==> config.mk <==
export PLATFORM = sky130hd
export DESIGN_NAME = nibble_serial_adder
export DESIGN_NICKNAME = d
export VERILOG_FILES = /design/src/rtl/nibble_serial_adder.sv
export SDC_FILE = /design/constraint.sdc
export NUM_CORES = 1
export LEC_CHECK = 0
export CELL_PAD_IN_SITES_DETAIL_PLACEMENT = 0
export CELL_PAD_IN_SITES_GLOBAL_PLACEMENT = 1
export CORE_MARGIN = 2
export CORE_UTILIZATION = 41
export CTS_CLUSTER_SIZE = 30
export DETAILED_ROUTE_END_ITERATION = 7
export PLACE_DENSITY = 0.84
export SYNTH_ARGS = -nofsm -noshare
export SYNTH_HDL_FRONTEND = slang
export SYNTH_SLANG_ARGS = --single-unit
export TNS_END_PERCENT = 100
==> constraint.sdc <==
create_clock -name clk -period 3.4 [get_ports clk]
set_input_delay 1.02 -clock clk [delete_from_list [all_inputs] [get_ports clk]]
set_output_delay 1.02 -clock clk [all_outputs]
set_load 0.01 [all_outputs]
==> src/rtl/nibble_serial_adder.sv <==
// WIDTH-bit add/subtract that reuses one 4-bit ripple adder, one nibble per clock,
// starting with the least significant nibble. Start/busy/done handshake; result and flags are registered.

module adder4 (
  input  logic [3:0] a,
  input  logic [3:0] b,
  input  logic       cin,
  output logic [3:0] sum,
  output logic       cout
);
  logic [4:0] c;

  always_comb begin
    c    = '0;
    sum  = '0;
    c[0] = cin;
    for (int i = 0; i < 4; i++) begin
      sum[i]   = a[i] ^ b[i] ^ c[i];
      c[i+1]   = (a[i] & b[i]) | (c[i] & (a[i] ^ b[i]));
    end
  end

  assign cout = c[4];
endmodule

// state  | meaning
// IDLE   | waiting for start; busy=0, done=0
// RUN    | one nibble per edge through adder4; busy=1
// DONE   | one-cycle done pulse; start is accepted here as in IDLE
module nibble_serial_adder #(
  parameter int WIDTH = 16
) (
  input  logic             clk,
  input  logic             reset,
  input  logic             start,
  input  logic             sub,
  input  logic [WIDTH-1:0] a_in,
  input  logic [WIDTH-1:0] b_in,
  output logic             busy,
  output logic             done,
  output logic [WIDTH-1:0] result,
  output logic             carry_out,
  output logic             overflow
);
  localparam int NIBBLES = WIDTH / 4;
  localparam int CNT_W   = (NIBBLES > 1) ? $clog2(NIBBLES) : 1;
  localparam logic [CNT_W-1:0] LAST_CNT = CNT_W'(NIBBLES - 1);

  typedef enum logic [1:0] {S_IDLE, S_RUN, S_DONE} state_t;

  state_t           state_q, state_d;
  logic [WIDTH-1:0] a_sh_q, a_sh_d;
  logic [WIDTH-1:0] b_sh_q, b_sh_d;
  logic [WIDTH-1:0] acc_q, acc_d;
  logic [WIDTH-1:0] result_q, result_d;
  logic [CNT_W-1:0] cnt_q, cnt_d;
  logic             carry_q, carry_d;
  logic             carry_out_q, carry_out_d;
  logic             overflow_q, overflow_d;

  logic [3:0]       add_sum;
  logic             add_cout;
  logic [WIDTH-1:0] acc_next;

  adder4 u_adder4 (
    .a    (a_sh_q[3:0]),
    .b    (b_sh_q[3:0]),
    .cin  (carry_q),
    .sum  (add_sum),
    .cout (add_cout)
  );

  // New nibble enters at the top so the LSB nibble lands at the bottom after NIBBLES shifts.
  assign acc_next = (acc_q >> 4) | (WIDTH'(add_sum) << (WIDTH - 4));

  always_comb begin
    state_d     = state_q;
    a_sh_d      = a_sh_q;
    b_sh_d      = b_sh_q;
    acc_d       = acc_q;
    cnt_d       = cnt_q;
    carry_d     = carry_q;
    result_d    = result_q;
    carry_out_d = carry_out_q;
    overflow_d  = overflow_q;
    case (state_q)
      S_IDLE, S_DONE: begin
        state_d = S_IDLE;
        if (start) begin
          a_sh_d  = a_in;
          b_sh_d  = sub ? ~b_in : b_in;
          carry_d = sub;
          cnt_d   = '0;
          state_d = S_RUN;
        end
      end
      S_RUN: begin
        a_sh_d  = a_sh_q >> 4;
        b_sh_d  = b_sh_q >> 4;
        carry_d = add_cout;
        acc_d   = acc_next;
        cnt_d   = cnt_q + CNT_W'(1);
        if (cnt_q == LAST_CNT) begin
          result_d    = acc_next;
          carry_out_d = add_cout;
          overflow_d  = (a_sh_q[3] == b_sh_q[3]) && (add_sum[3] != a_sh_q[3]);
          state_d     = S_DONE;
        end
      end
      default: state_d = S_IDLE;
    endcase
  end

  always_ff @(posedge clk or posedge reset) begin
    if (reset) begin
      state_q     <= S_IDLE;
      a_sh_q      <= '0;
      b_sh_q      <= '0;
      acc_q       <= '0;
      cnt_q       <= '0;
      carry_q     <= 1'b0;
      result_q    <= '0;
      carry_out_q <= 1'b0;
      overflow_q  <= 1'b0;
    end else begin
      state_q     <= state_d;
      a_sh_q      <= a_sh_d;
      b_sh_q      <= b_sh_d;
      acc_q       <= acc_d;
      cnt_q       <= cnt_d;
      carry_q     <= carry_d;
      result_q    <= result_d;
      carry_out_q <= carry_out_d;
      overflow_q  <= overflow_d;
    end
  end

  assign busy      = (state_q == S_RUN);
  assign done      = (state_q == S_DONE);
  assign result    = result_q;
  assign carry_out = carry_out_q;
  assign overflow  = overflow_q;
endmodule
# After elaboration in Yosys (flattened, before gate mapping)
# Index checks and enable logic that the tools add are counted.
# totals
ff_bits	71
in_bits	36
output_inout_bits	20
word_cells	57
# classes
addsub	1
eq_ne	7
mux	12
bitwise_logic	22
n_reduce_logical	6
# op_table
op	count
case mux 16 bit (2 select lines)	2
2-to-1 mux 16 bit	3
inverter 16 bit	1
bitwise OR 12 x 16 -> 16 bit	1
AND 1 bit	8
case mux 2 bit (2 select lines)	2
bitwise XOR 1 bit	8
== test 2 bit, second input constant	2
2-to-1 mux 2 bit	2
bitwise OR 1 bit	4
AND reduction 2 bit	2
adder 2 x 1 -> 2 bit, second input constant	1
== test 2 x 1 -> 1 bit, second input constant	1
logical NOT 2 bit	1
2-to-1 mux 1 bit	2
inequality test 2 x 1 -> 1 bit, second input constant	1
inequality test 2 bit, second input constant	1
case mux 1 bit (2 select lines)	1
nonzero test 2 bit	1
OR reduction 2 bit	1
== test 1 bit	1
logical AND 1 bit	1
inequality test 1 bit	1

# Logic depth before layout (Yosys ltp)
# Gate-level depths: netlist of run 1.
# logic_depth
depth_word	10
depth_mapped	9
ltp_nobuf	9

# By module
# A second synthesis of run 1 with hierarchy kept.
# unflattened
hier_cells	233
hier_area_um2	3005.4
# by_module_without_submodules
mod	n_inst	cells_per_inst	area_per_inst_um2	seq_area_each_um2
nibble_serial_adder	1	219	2887.8	1676.6
adder4	1	14	117.6	0.0

# Least setup slack after synthesis of run 1
# OpenSTA, ideal clock, no wires.
# synth_path
path_kind	reg2reg
from	register a_sh_q[0]
to	register overflow_q, in the netlist overflow
setup_time_ns	0.095
t_arrival_ns	2.200
required_ns	3.305
slack_ns	1.104
path_stages_with_launch	10
path_buffers	0
period_less_slack_ns	2.296
cell_sequence	dfrtp_1 -> fa_1 -> inv_1 -> fa_1 -> inv_1 -> fa_1 -> inv_1 -> fa_1 -> xor2_1 -> o31ai_1
# synth_between
elab_chain_cells	10
word_cells_on_any_way	11
classes_between	eq/ne: 1; bitwise: 9; reduce/logical: 1
# synth_lines
item	line_no	rtl
from (decl)	52	logic [WIDTH-1:0] a_sh_q, a_sh_d;
from (signal assigned)	127	a_sh_q <= a_sh_d;
bitwise XOR 1 bit	19	c[i+1] = (a[i] & b[i]) | (c[i] & (a[i] ^ b[i]));
AND 1 bit	19	
bitwise OR 1 bit *	19	
AND 1 bit *	19	
bitwise OR 1 bit *	19	
AND 1 bit *	19	
bitwise OR 1 bit *	19	
bitwise XOR 1 bit *	18	sum[i] = a[i] ^ b[i] ^ c[i];
inequality test 1 bit *	106	overflow_d = (a_sh_q[3] == b_sh_q[3]) && (add_sum[3] != a_sh_q[3]);
logical AND 1 bit *	106	
to (signal assigned)	134	overflow_q <= overflow_d;
to (decl)	59	logic overflow_q, overflow_d;
# Every way passes the cells marked *; elsewhere a longest branch is shown, timed or not.
# A chain may end at the register's enable or synchronous reset.

# Final worst setup path of run 1
# layout_path
from	register state_q[0]
to	output port done
# layout_between
elab_chain_cells	1
# layout_lines
item	line_no	rtl
from (decl)	51	state_t state_q, state_d;
from (signal assigned)	126	state_q <= state_d;
== test 2 bit	139	assign done = (state_q == S_DONE);
to (decl)	40	output logic done,
# No other way between the ends.

==> impl_summary.txt, run 1 <==
----------------------------------------------------
[Run status]
  Outcome ... complete, no violations

[Global routing]
  Global-route usage over all layers ... 0.162
  Antenna violations before repair ... 0
  Vias in the first global route ... 2007
  Remaining global-route overflow ... 0
  Maximum number of pins on one net before global-route repair ... 39
  Global-route wire length before repair ... 9.70 mm

[Critical path]
  Critical-path cell with the highest stage delay ... clkdlybuf4s50_1
  Critical Path, Cell by Cell ... nor2b_1, clkdlybuf4s50_1
  Largest incremental delay on the critical path ... 570 ps
  Critical path data required time ... 2380 ps
  Critical-path maximum fanout ... 5
  Worst endpoint data arrival time ... 1530 ps
  Crit path capture type ... primary output
  Worst Setup Path Type ... flip-flop to primary output
  Worst Setup Start Kind ... flip-flop
  Number of buffer and inverter stages on the critical path ... 1
  Family with the most delay on the worst path ... buffers and inverters

[CTS]
  CTS HTree Levels ... 3
  Buffer depth of the longest clock path ... 2
  Number of buffers added to fix hold violations after cts ... 0
  Post_cts resized ... 0
  TritonCTS clock tree ... done
  Clock root cell ... clkbuf_8
  Clk_lat worst skew ... 350 ps
  Number of setup buffers added after CTS ... 0
  Number of sinks driven by the clock tree ... 67
  Clock buffers created by TritonCTS ... 9
  Worst-path clk slew ... 70 ps

[Timing]
  Peak clock frequency supported by timing ... 393 MHz
  Worst clock skew ... 9.44 ps
  Final Cycle Share ... 0.749
  Worst slew pin tran ... 914 ps
  Count of endpoints failing hold in the final timing report ... 0
  Unrepaired setup endpoints after global routing ... no
  Worst hold slack ... 477 ps
  Endpoints failing setup ... 0
  Number of max-slew violations in the final report ... 0
  Post-layout minimum cycle time ... 2550 ps
  Headroom to the max-slew limit ... 0.391
  Setup TNS ... 0 ps

[Floorplanning]
  Starting utilization of the core area ... 0.417
  Floorplan die width ... 89.2 µm
  Count of pins on the block boundary ... 56
  Row Count ... 31
  Floorplan die area ... 7960 µm²
  Die Ht ... 89.2 µm
  Placeable core region ... 7140 µm²

[Pwr]
  Power after layout ... 0.00369 W
  Leakage dissipation ... 1.79 nW
  Power density over the cells ... 962 nW/µm²
  Peak supply drop ... 0.481 mV

[Synth]
  Netlist area before placement ... 2980 µm²
  Yosys warnings ... 0
  Async set-or-reset flop fraction in the synthesized netlist ... 1.00
  Instance count of the mapped netlist ... 253
  Number of distinct standard cells referenced by the synthesized netlist ... 26
  Sequential area share after synthesis ... 0.563
  Number of register bits inferred by synthesis ... 67
  Number of flops mapped to enable cells by yosys ... 0
  Primary FF master, synth ... dfrtp_1
  Syn avg cell area ... 11.8 µm²
  Number of nets in the synthesized netlist ... 295

[Cells and area]
  Final Instance Area ... 3840 µm²
  Leading cell type in the layout, fill and taps excluded ... dfrtp_1
  Diode count ... 0
  Net count of the finished layout ... 348
  Share of post-route cells with drive strength above 1 ... 0.129
  Total area of multi-input combinational cells ... 1130 µm²
  Leading cell types in the layout, fill and taps excluded ... dfrtp_1, clkdlybuf4s50_1, nand2_1, a221o_1, nor2_1
  Reg area ... 1680 µm²
  Area grow syn2layout ... 28.9%
  Filler cell count in the final layout ... 635
  Final cell utilization of the core ... 0.538

[Detailed routing]
  Final routed DRC violation total ... 0
  Routed wire length per instance ... 13.7 µm
  Number of DRC markers in iteration 0 ... 108
  Detailed Routing Iterations Pass 1 ... 4
  Total wire length ... 5.63 mm
  Vias per cell ... 4.88
  Detailed-route via count ... 1999
  Number of antenna-violating nets in the routed design ... 0

[Min path]
  Type of the most critical hold path ... flip-flop to flip-flop

[Placed design]
  Routability-driven placement congestion ratio ... 0.721
  DP HPWL ... 3.76 mm
  # port buffers ... 55
  Placed Area ... 3570 µm²

[Flow run]
  Maxcap violations ... 0

----------------------------------------------------
[stage by stage]
step	worst slack (ps)	instances
after CTS	822	410
after floorplan	697	253
after global routing	773	410
after global placement	718	394
after detailed placement	696	394
final	852	410
[registers in the layout (all words and copies together) (netlist names)]
signal and count:
acc_q 12, a_sh_q 16, carry_q 1, result 16
b_sh_q 16, cnt_q 2, carry_out 1, overflow 1
state_q 2
[logic make-up (layout without fill, tap and decap cells)]
family / count (synthesis) / in the layout / synth area share
xor gates and xnor gates: 17 / 17 / 0.0500
muxes: 14 / 14 / 0.0655
adders and majority gates: 6 / 6 / 0.0353
AOI/OAI and AO/OA: 42 / 42 / 0.116
buffers and inverters: 29 / 87 / 0.0580
DFF: 67 / 67 / 0.563
and+or+nand+nor: 78 / 78 / 0.112
[final timing paths]
kind                                  from          to  slack, ps  cells after the start
worst min-delay path              acc_q[7]    acc_q[7]        480                      2
worst min register to register    acc_q[7]    acc_q[7]        480                      2
max in group asynchronous            reset  b_sh_q[14]       1660                      3
min in group asynchronous            reset   a_sh_q[4]       1020                      2
worst max-delay path            state_q[0]        done        850                      2
worst max register to register   a_sh_q[0]    overflow        930                      9
[final cells by class]
class	count	area share
Tap cell	99	0.0323
Multi-Input combinational cell	157	0.295
Clock inverter	6	0.0355
Timing Repair Buffer	61	0.155
Inverter	10	0.00978
Sequential cell	67	0.437
Clock buffer	10	0.0358
[routing by layer]
metal	vias up	GRT usage	wire [µm]
met3	11	0.0434	259
li1	971	-	-
met5	-	0	0
met1	961	0.224	2720
met2	56	0.240	2540
met4	0	0.0706	111
[cell usage after synthesis (6+ instances only)]
cell	n	area share
a22o_1	9	0.026
nand2_1	46	0.058
a221o_1	15	0.050
dfrtp_1	67	0.56
inv_1	9	0.011
nand3_1	11	0.018
nor2_1	13	0.016
o21ai_0	7	0.012
buf_2	9	0.015
xnor2_1	12	0.035
mux2_4	10	0.050
a22oi_1	10	0.025
buf_4	6	0.015
[tightest hold or removal path: cells and delay by family (launching register included)]
kind	cells	cell delay, ps
DFF	1	340
and+or+nand+nor	2	110
[power breakdown]
part           total, W  switching, W  internal (W)
logic           0.00141      0.000692      0.000719
clock network  0.000892      0.000309      0.000582
registers       0.00139      0.000228       0.00116
Note: power is estimated with default switching activity, not from simulation.
==> inputs of run 2 (changes only) <==
- clock period: 3.4 -> 2.65 ns (I/O delays scaled with it)
==> run 2 against run 1 <==
Against the previous run: clock power shrank 20%; design area shrank 2.1%; routed wire length shrank 0.39%; clock skew shrank 4.3 ps; via count shrank 0.85%; global-route usage shrank 0.61 points; flip-flop and latch count is the same; cell count grew 0.24%; sequential power grew 29%; combinational power grew 32%; non-clock buffer count grew 2; critical path type is now flip-flop to flip-flop; largest cell class unchanged; highest routed layer unchanged.
==> impl_summary.txt, run 2 (synthesis gave the netlist of run 1 again) <==
----------------------------------------------------
[Run status]
  Outcome ... complete, no violations

[Timing]
  Post-layout minimum cycle time ... 2440 ps
  Headroom to the max-slew limit ... 0.559 (+0.168)
  Final setup slack of the worst path ... 213 ps (-639 ps)
  Count of endpoints failing hold in the final timing report ... 0 (unchanged)
  Worst clock skew ... 5.09 ps (-4.35 ps)
  Unrepaired setup endpoints after global routing ... no
  Number of max-slew violations in the final report ... 0 (unchanged)
  Endpoints failing setup ... 0 (unchanged)
  Final Cycle Share ... 0.920
  Setup TNS ... 0 ps (unchanged)
  Peak clock frequency supported by timing ... 410 MHz
  Worst slew pin tran ... 659 ps (-255 ps)

[Cells and area]
  Net count of the finished layout ... 350 (+0.57%)
  Share of post-route cells with drive strength above 1 ... 0.131 (+0.00279)
  Final Instance Area ... 3760 µm² (-2.1%)
  Leading cell types in the layout, fill and taps excluded ... dfrtp_1, clkdlybuf4s50_1, nand2_1, a221o_1, nor2_1
  Area grow syn2layout ... 26.2%
  Final cell utilization of the core ... 0.527 (-0.0110)
  Diode count ... 0 (unchanged)
  Leading cell type in the layout, fill and taps excluded ... dfrtp_1

[Global routing]
  Antenna violations before repair ... 0 (unchanged)
  Global-route usage over all layers ... 0.156 (-0.00613)
  Remaining global-route overflow ... 0 (unchanged)
  Maximum number of pins on one net before global-route repair ... 68 (+74%)
  Vias in the first global route ... 1937 (-3.5%)
  Global-route wire length before repair ... 9.32 mm (-4.0%)

[Detailed routing]
  Number of antenna-violating nets in the routed design ... 0 (unchanged)
  Final routed DRC violation total ... 0 (unchanged)
  Total wire length ... 5.61 mm (-0.39%)
  Vias per cell ... 4.82 (-1.1%)
  Routed wire length per instance ... 13.6 µm (-0.63%)
  Detailed-route via count ... 1982 (-0.85%)
  Number of DRC markers in iteration 0 ... 95 (-12%)
  Detailed Routing Iterations Pass 1 ... 4 (unchanged)

[CTS]
  Post_cts resized ... 0 (unchanged)
  Clk_lat worst skew ... 330 ps (-20 ps)
  Number of sinks driven by the clock tree ... 67 (unchanged)
  Number of setup buffers added after CTS ... 0 (unchanged)
  Worst-path clk slew ... 70 ps (about the same)
  Buffer depth of the longest clock path ... 2 (unchanged)
  TritonCTS clock tree ... done
  CTS HTree Levels ... 3 (unchanged)
  Clock buffers created by TritonCTS ... 9 (unchanged)
  Number of buffers added to fix hold violations after cts ... 0 (unchanged)
  Clock root cell ... clkbuf_8

[Pwr]
  Leakage dissipation ... 1.75 nW (-1.9%)
  Peak supply drop ... 0.453 mV (-5.8%)
  Power after layout ... 0.00436 W (+18%)
  Power density over the cells ... 1160 nW/µm² (+21%)

[Floorplanning]
  Starting utilization of the core area ... 0.417 (unchanged)
  Die Ht ... 89.2 µm (unchanged)
  Floorplan die area ... 7960 µm² (unchanged)
  Placeable core region ... 7140 µm² (unchanged)
  Floorplan die width ... 89.2 µm (unchanged)
  Row Count ... 31 (unchanged)
  Count of pins on the block boundary ... 56 (unchanged)

[Min path]
  Worst hold path depth ... 2 (unchanged)
  Capture endpoint of the worst hold path ... acc_q[6]
  HP Start ... acc_q[6]
  Type of the most critical hold path ... flip-flop to flip-flop

[Placed design]
  # port buffers ... 55 (unchanged)
  Pre-CTS setup slack ... 213 ps (-482 ps)
  DP HPWL ... 3.77 mm (+0.30%)
  Placed Area ... 3590 µm² (+0.77%)
  Routability-driven placement congestion ratio ... 0.723 (+0.33%)

[Critical path]
  Worst endpoint data arrival time ... 2670 ps (+1140 ps)
  Critical path data required time ... 2880 ps (+500 ps)
  Worst Setup Start Kind ... flip-flop
  Depth of the most critical reg-to-reg path ... 9 (unchanged)
  Critical-path maximum fanout ... 3 (-2)
  Flop-to-flop setup slack ... 210 ps (-720 ps)
  Beginning of the worst register-to-register path ... a_sh_q[0]
  Worst Setup Path Type ... flip-flop to flip-flop
  Crit path capture type ... flip-flop
  Reg-to-reg critical path endpoint ... overflow

[Flow run]
  Maxcap violations ... 0 (unchanged)

----------------------------------------------------
==> run 2: layer usage <==
layer	GRT usage	vias to the layer above	wire, µm
met5	0	-	0
met4	0.0407	0	53
met3	0.0554	7	272
met2	0.242	53	2580
met1	0.209	956	2700
li1	-	966	-
==> run 2: critical path, cell delays in order, from the launching register on <==
cell and delay, ps:
dfrtp_1 410, fa_1 420, inv_1 80, fa_1 150, inv_1 50, fa_1 350
inv_1 80, fa_1 460, xor2_1 160, o31ai_1 190
==> run 2: worst max-delay path by stage <==
stage / start / end / slack [ps] / cells past startpoint
after floorplan: reset / a_sh_q[0] / 170 / 1
after global placement: a_sh_q[0] / overflow / 300 / 9
after detailed placement: a_sh_q[0] / overflow / 210 / 9
after CTS: a_sh_q[0] / overflow / 200 / 9
after global routing: a_sh_q[0] / overflow / 100 / 9
final: a_sh_q[0] / overflow / 210 / 9
==> run 2: power breakdown <==
part,internal (W),switching (W)
clock,0.000354,0.000363
combinational,0.000948,0.000908
sequential,0.00149,0.000294
==> run 2: final cells by class <==
cell class / instances / area, µm²
Fill cell: 664 / 3380
Sequential cell: 67 / 1680
Multi-Input combinational cell: 157 / 1130
Timing Repair Buffer: 63 / 623
Clock buffer: 10 / 138
Tap cell: 99 / 124
Inverter: 10 / 37.5
Clock inverter: 5 / 30.0
==> run 2: per-stage QoR <==
step / cells / hold WS [ps]
finish: 411 / 477
global route: 411 / 501
CTS: 411 / 485
detailed placement: 396 / 467
global placement: 396 / 455
floorplan: 253 / 439
==> inputs of run 3 (changes only) <==
- CORE_UTILIZATION: 41 -> 49
- DONT_BUFFER_PORTS: unset -> 1
- PLACE_DENSITY: 0.84 -> 0.83
==> run 3 against run 2 <==
Against the previous run: clock-buffer cell count rose by 1; worst setup slack improved by 21 ps; flip-flop and latch count did not move; maximum frequency rose by 0.87%; routed wire length fell by 6.1%; first-iteration DRC count fell by 26%; via count fell by 9.7%; non-clock buffer count fell by 58; hold slack got worse by 95 ps; total power fell by 5.7%; cell count fell by 20%.
==> impl_summary.txt, run 3 (synthesis gave the netlist of run 1 again) <==
----------------------------------------------------
[Run status]
  Outcome ... complete, no violations

[Floorplanning]
  Floorplan die area ... 6720 µm² (-16%)
  Die Ht ... 82.0 µm (-8.1%)
  Row Count ... 28 (-9.7%)
  Count of pins on the block boundary ... 56 (unchanged)
  Placeable core region ... 5890 µm² (-18%)
  Floorplan die width ... 82.0 µm (-8.1%)
  Starting utilization of the core area ... 0.506 (+0.0887)

[Global routing]
  Global-route usage over all layers ... 0.176 (+0.0202)
  Maximum number of pins on one net before global-route repair ... 44 (-35%)
  Vias in the first global route ... 1781 (-8.1%)
  Antenna violations before repair ... 0 (unchanged)
  Remaining global-route overflow ... 0 (unchanged)
  Global-route wire length before repair ... 8.63 mm (-7.4%)

[Pwr]
  Leakage dissipation ... 1.54 nW (-12%)
  Peak supply drop ... 0.738 mV (+63%)
  Power density over the cells ... 1290 nW/µm² (+11%)

[Timing]
  Worst slew pin tran ... 657 ps (-1.76 ps)
  Headroom to the max-slew limit ... 0.560 (+0.00118)
  Final Cycle Share ... 0.912 (-0.00795)
  Peak clock frequency supported by timing ... 414 MHz (+0.87%)
  Count of endpoints failing hold in the final timing report ... 0 (unchanged)
  Endpoints failing setup ... 0 (unchanged)
  Unrepaired setup endpoints after global routing ... no
  Worst clock skew ... 6.35 ps (+1.26 ps)
  Number of max-slew violations in the final report ... 0 (unchanged)
  Post-layout minimum cycle time ... 2420 ps (-21.1 ps)
  Setup TNS ... 0 ps (unchanged)

[Cells and area]
  Leading cell types in the layout, fill and taps excluded ... dfrtp_1, nand2_1, a221o_1, nor2_1, xnor2_1
  Net count of the finished layout ... 292 (-17%)
  Final cell utilization of the core ... 0.541 (+0.0140)
  Leading cell type in the layout, fill and taps excluded ... dfrtp_1
  Share of post-route cells with drive strength above 1 ... 0.149 (+0.0176)
  Filler cell count in the final layout ... 538 (-19%)
  Area grow syn2layout ... 6.89%
  Diode count ... 0 (unchanged)

[CTS]
  Clock buffers created by TritonCTS ... 9 (unchanged)
  Clock root cell ... clkbuf_8
  Buffer depth of the longest clock path ... 2 (unchanged)
  Number of sinks driven by the clock tree ... 67 (unchanged)
  Worst-path clk slew ... 70 ps (about the same)
  CTS HTree Levels ... 3 (unchanged)
  Number of setup buffers added after CTS ... 0 (unchanged)
  Post_cts resized ... 0 (unchanged)
  Clk_lat worst skew ... 330 ps (about the same)
  Number of buffers added to fix hold violations after cts ... 0 (unchanged)
  TritonCTS clock tree ... done

[Placed design]
  Routability-driven placement congestion ratio ... 0.705 (-2.5%)
  DP HPWL ... 3.62 mm (-4.1%)
  # port buffers ... 0 (-100%)

[Detailed routing]
  Routed wire length per instance ... 16.0 µm (+17%)
  Detailed Routing Iterations Pass 1 ... 4 (unchanged)
  Vias per cell ... 5.42 (+12%)
  Total wire length ... 5.27 mm (-6.1%)
  Detailed-route via count ... 1790 (-9.7%)
  Number of DRC markers in iteration 0 ... 70 (-26%)
  Number of antenna-violating nets in the routed design ... 0 (unchanged)
  Final routed DRC violation total ... 0 (unchanged)

[Critical path]
  Worst Setup Start Kind ... flip-flop
  Critical path data required time ... 2880 ps (about the same)
  Worst endpoint data arrival time ... 2640 ps (-30 ps)
  Crit path capture type ... flip-flop
  Worst Setup Path Type ... flip-flop to flip-flop
  Critical-path maximum fanout ... 3 (unchanged)

[Flow run]
  Maxcap violations ... 0 (unchanged)

[Min path]
  Type of the most critical hold path ... input port to async pin

----------------------------------------------------
[run 3: cell count changes in the layout (fill, tap and decap cells not counted)]
cell,before,now
clkbuf_1,0,1
bufinv_16,0,1
buf_4,7,4
clkdlybuf4s50_1,55,0
clkinvlp_4,2,1
[run 3: cell type report]
type | instances | area [µm²] | share of cell area
clock buffer | 11 | 141 | 0.0444
clock inverter | 5 | 52.6 | 0.0165
inverter | 10 | 37.5 | 0.0118
multi-input combinational | 157 | 1130 | 0.356
sequential | 67 | 1680 | 0.527
tap | 75 | 93.8 | 0.0295
timing repair buffer | 5 | 50.0 | 0.0157
[run 3: report_power, final]
group | switching, W | total [W] | internal [W] | leakage (nW)
Sequential | 0.000364 | 0.00186 | 0.00149 | 0.844
Clock | 0.000360 | 0.000815 | 0.000455 | 0.0991
Combinational | 0.000772 | 0.00144 | 0.000667 | 0.597
Total | 0.00150 | 0.00411 | 0.00262 | 1.54
[run 3: metrics by stage]
step	instances	cell area [µm²]	total power (W)	hold slack [ps]	setup WS, ps
after global placement	314	2990	0.00329	458	278
after global routing	330	3180	0.00446	409	99.5
after detailed placement	314	2990	0.00335	463	241
after floorplan	253	2980	0.00308	439	172
final	330	3180	0.00411	382	234
after CTS	330	3180	0.00419	379	220
[run 3: critical path: stages (launching register included)]
cell	delay, ps
dfrtp_1	400
fa_1	410
inv_1	80
fa_1	170
inv_1	50
fa_1	350
inv_1	70
fa_1	450
xor2_1	160
o31ai_1	180
[run 3: layer usage]
metal  up-vias  global-route usage  part of all wire
met1       871               0.210              0.44
met2        56               0.286              0.47
met5         -                   0                 0
met4         0              0.0450            0.0085
met3         4              0.0835             0.080
li1        859                   -                 -
[run 3: path summary, 6_finish.rpt]
path | slack (ps) | from | cells past startpoint | to
worst min-delay path | 380 | reset | 1 | acc_q[4]
worst max-delay path | 230 | a_sh_q[0] | 9 | overflow
worst min register to register | 480 | acc_q[6] | 2 | acc_q[6]
worst max register to register | 230 | a_sh_q[0] | 9 | overflow
max in group asynchronous | 1660 | reset | 2 | a_sh_q[2]
min in group clk | 480 | acc_q[6] | 2 | acc_q[6]
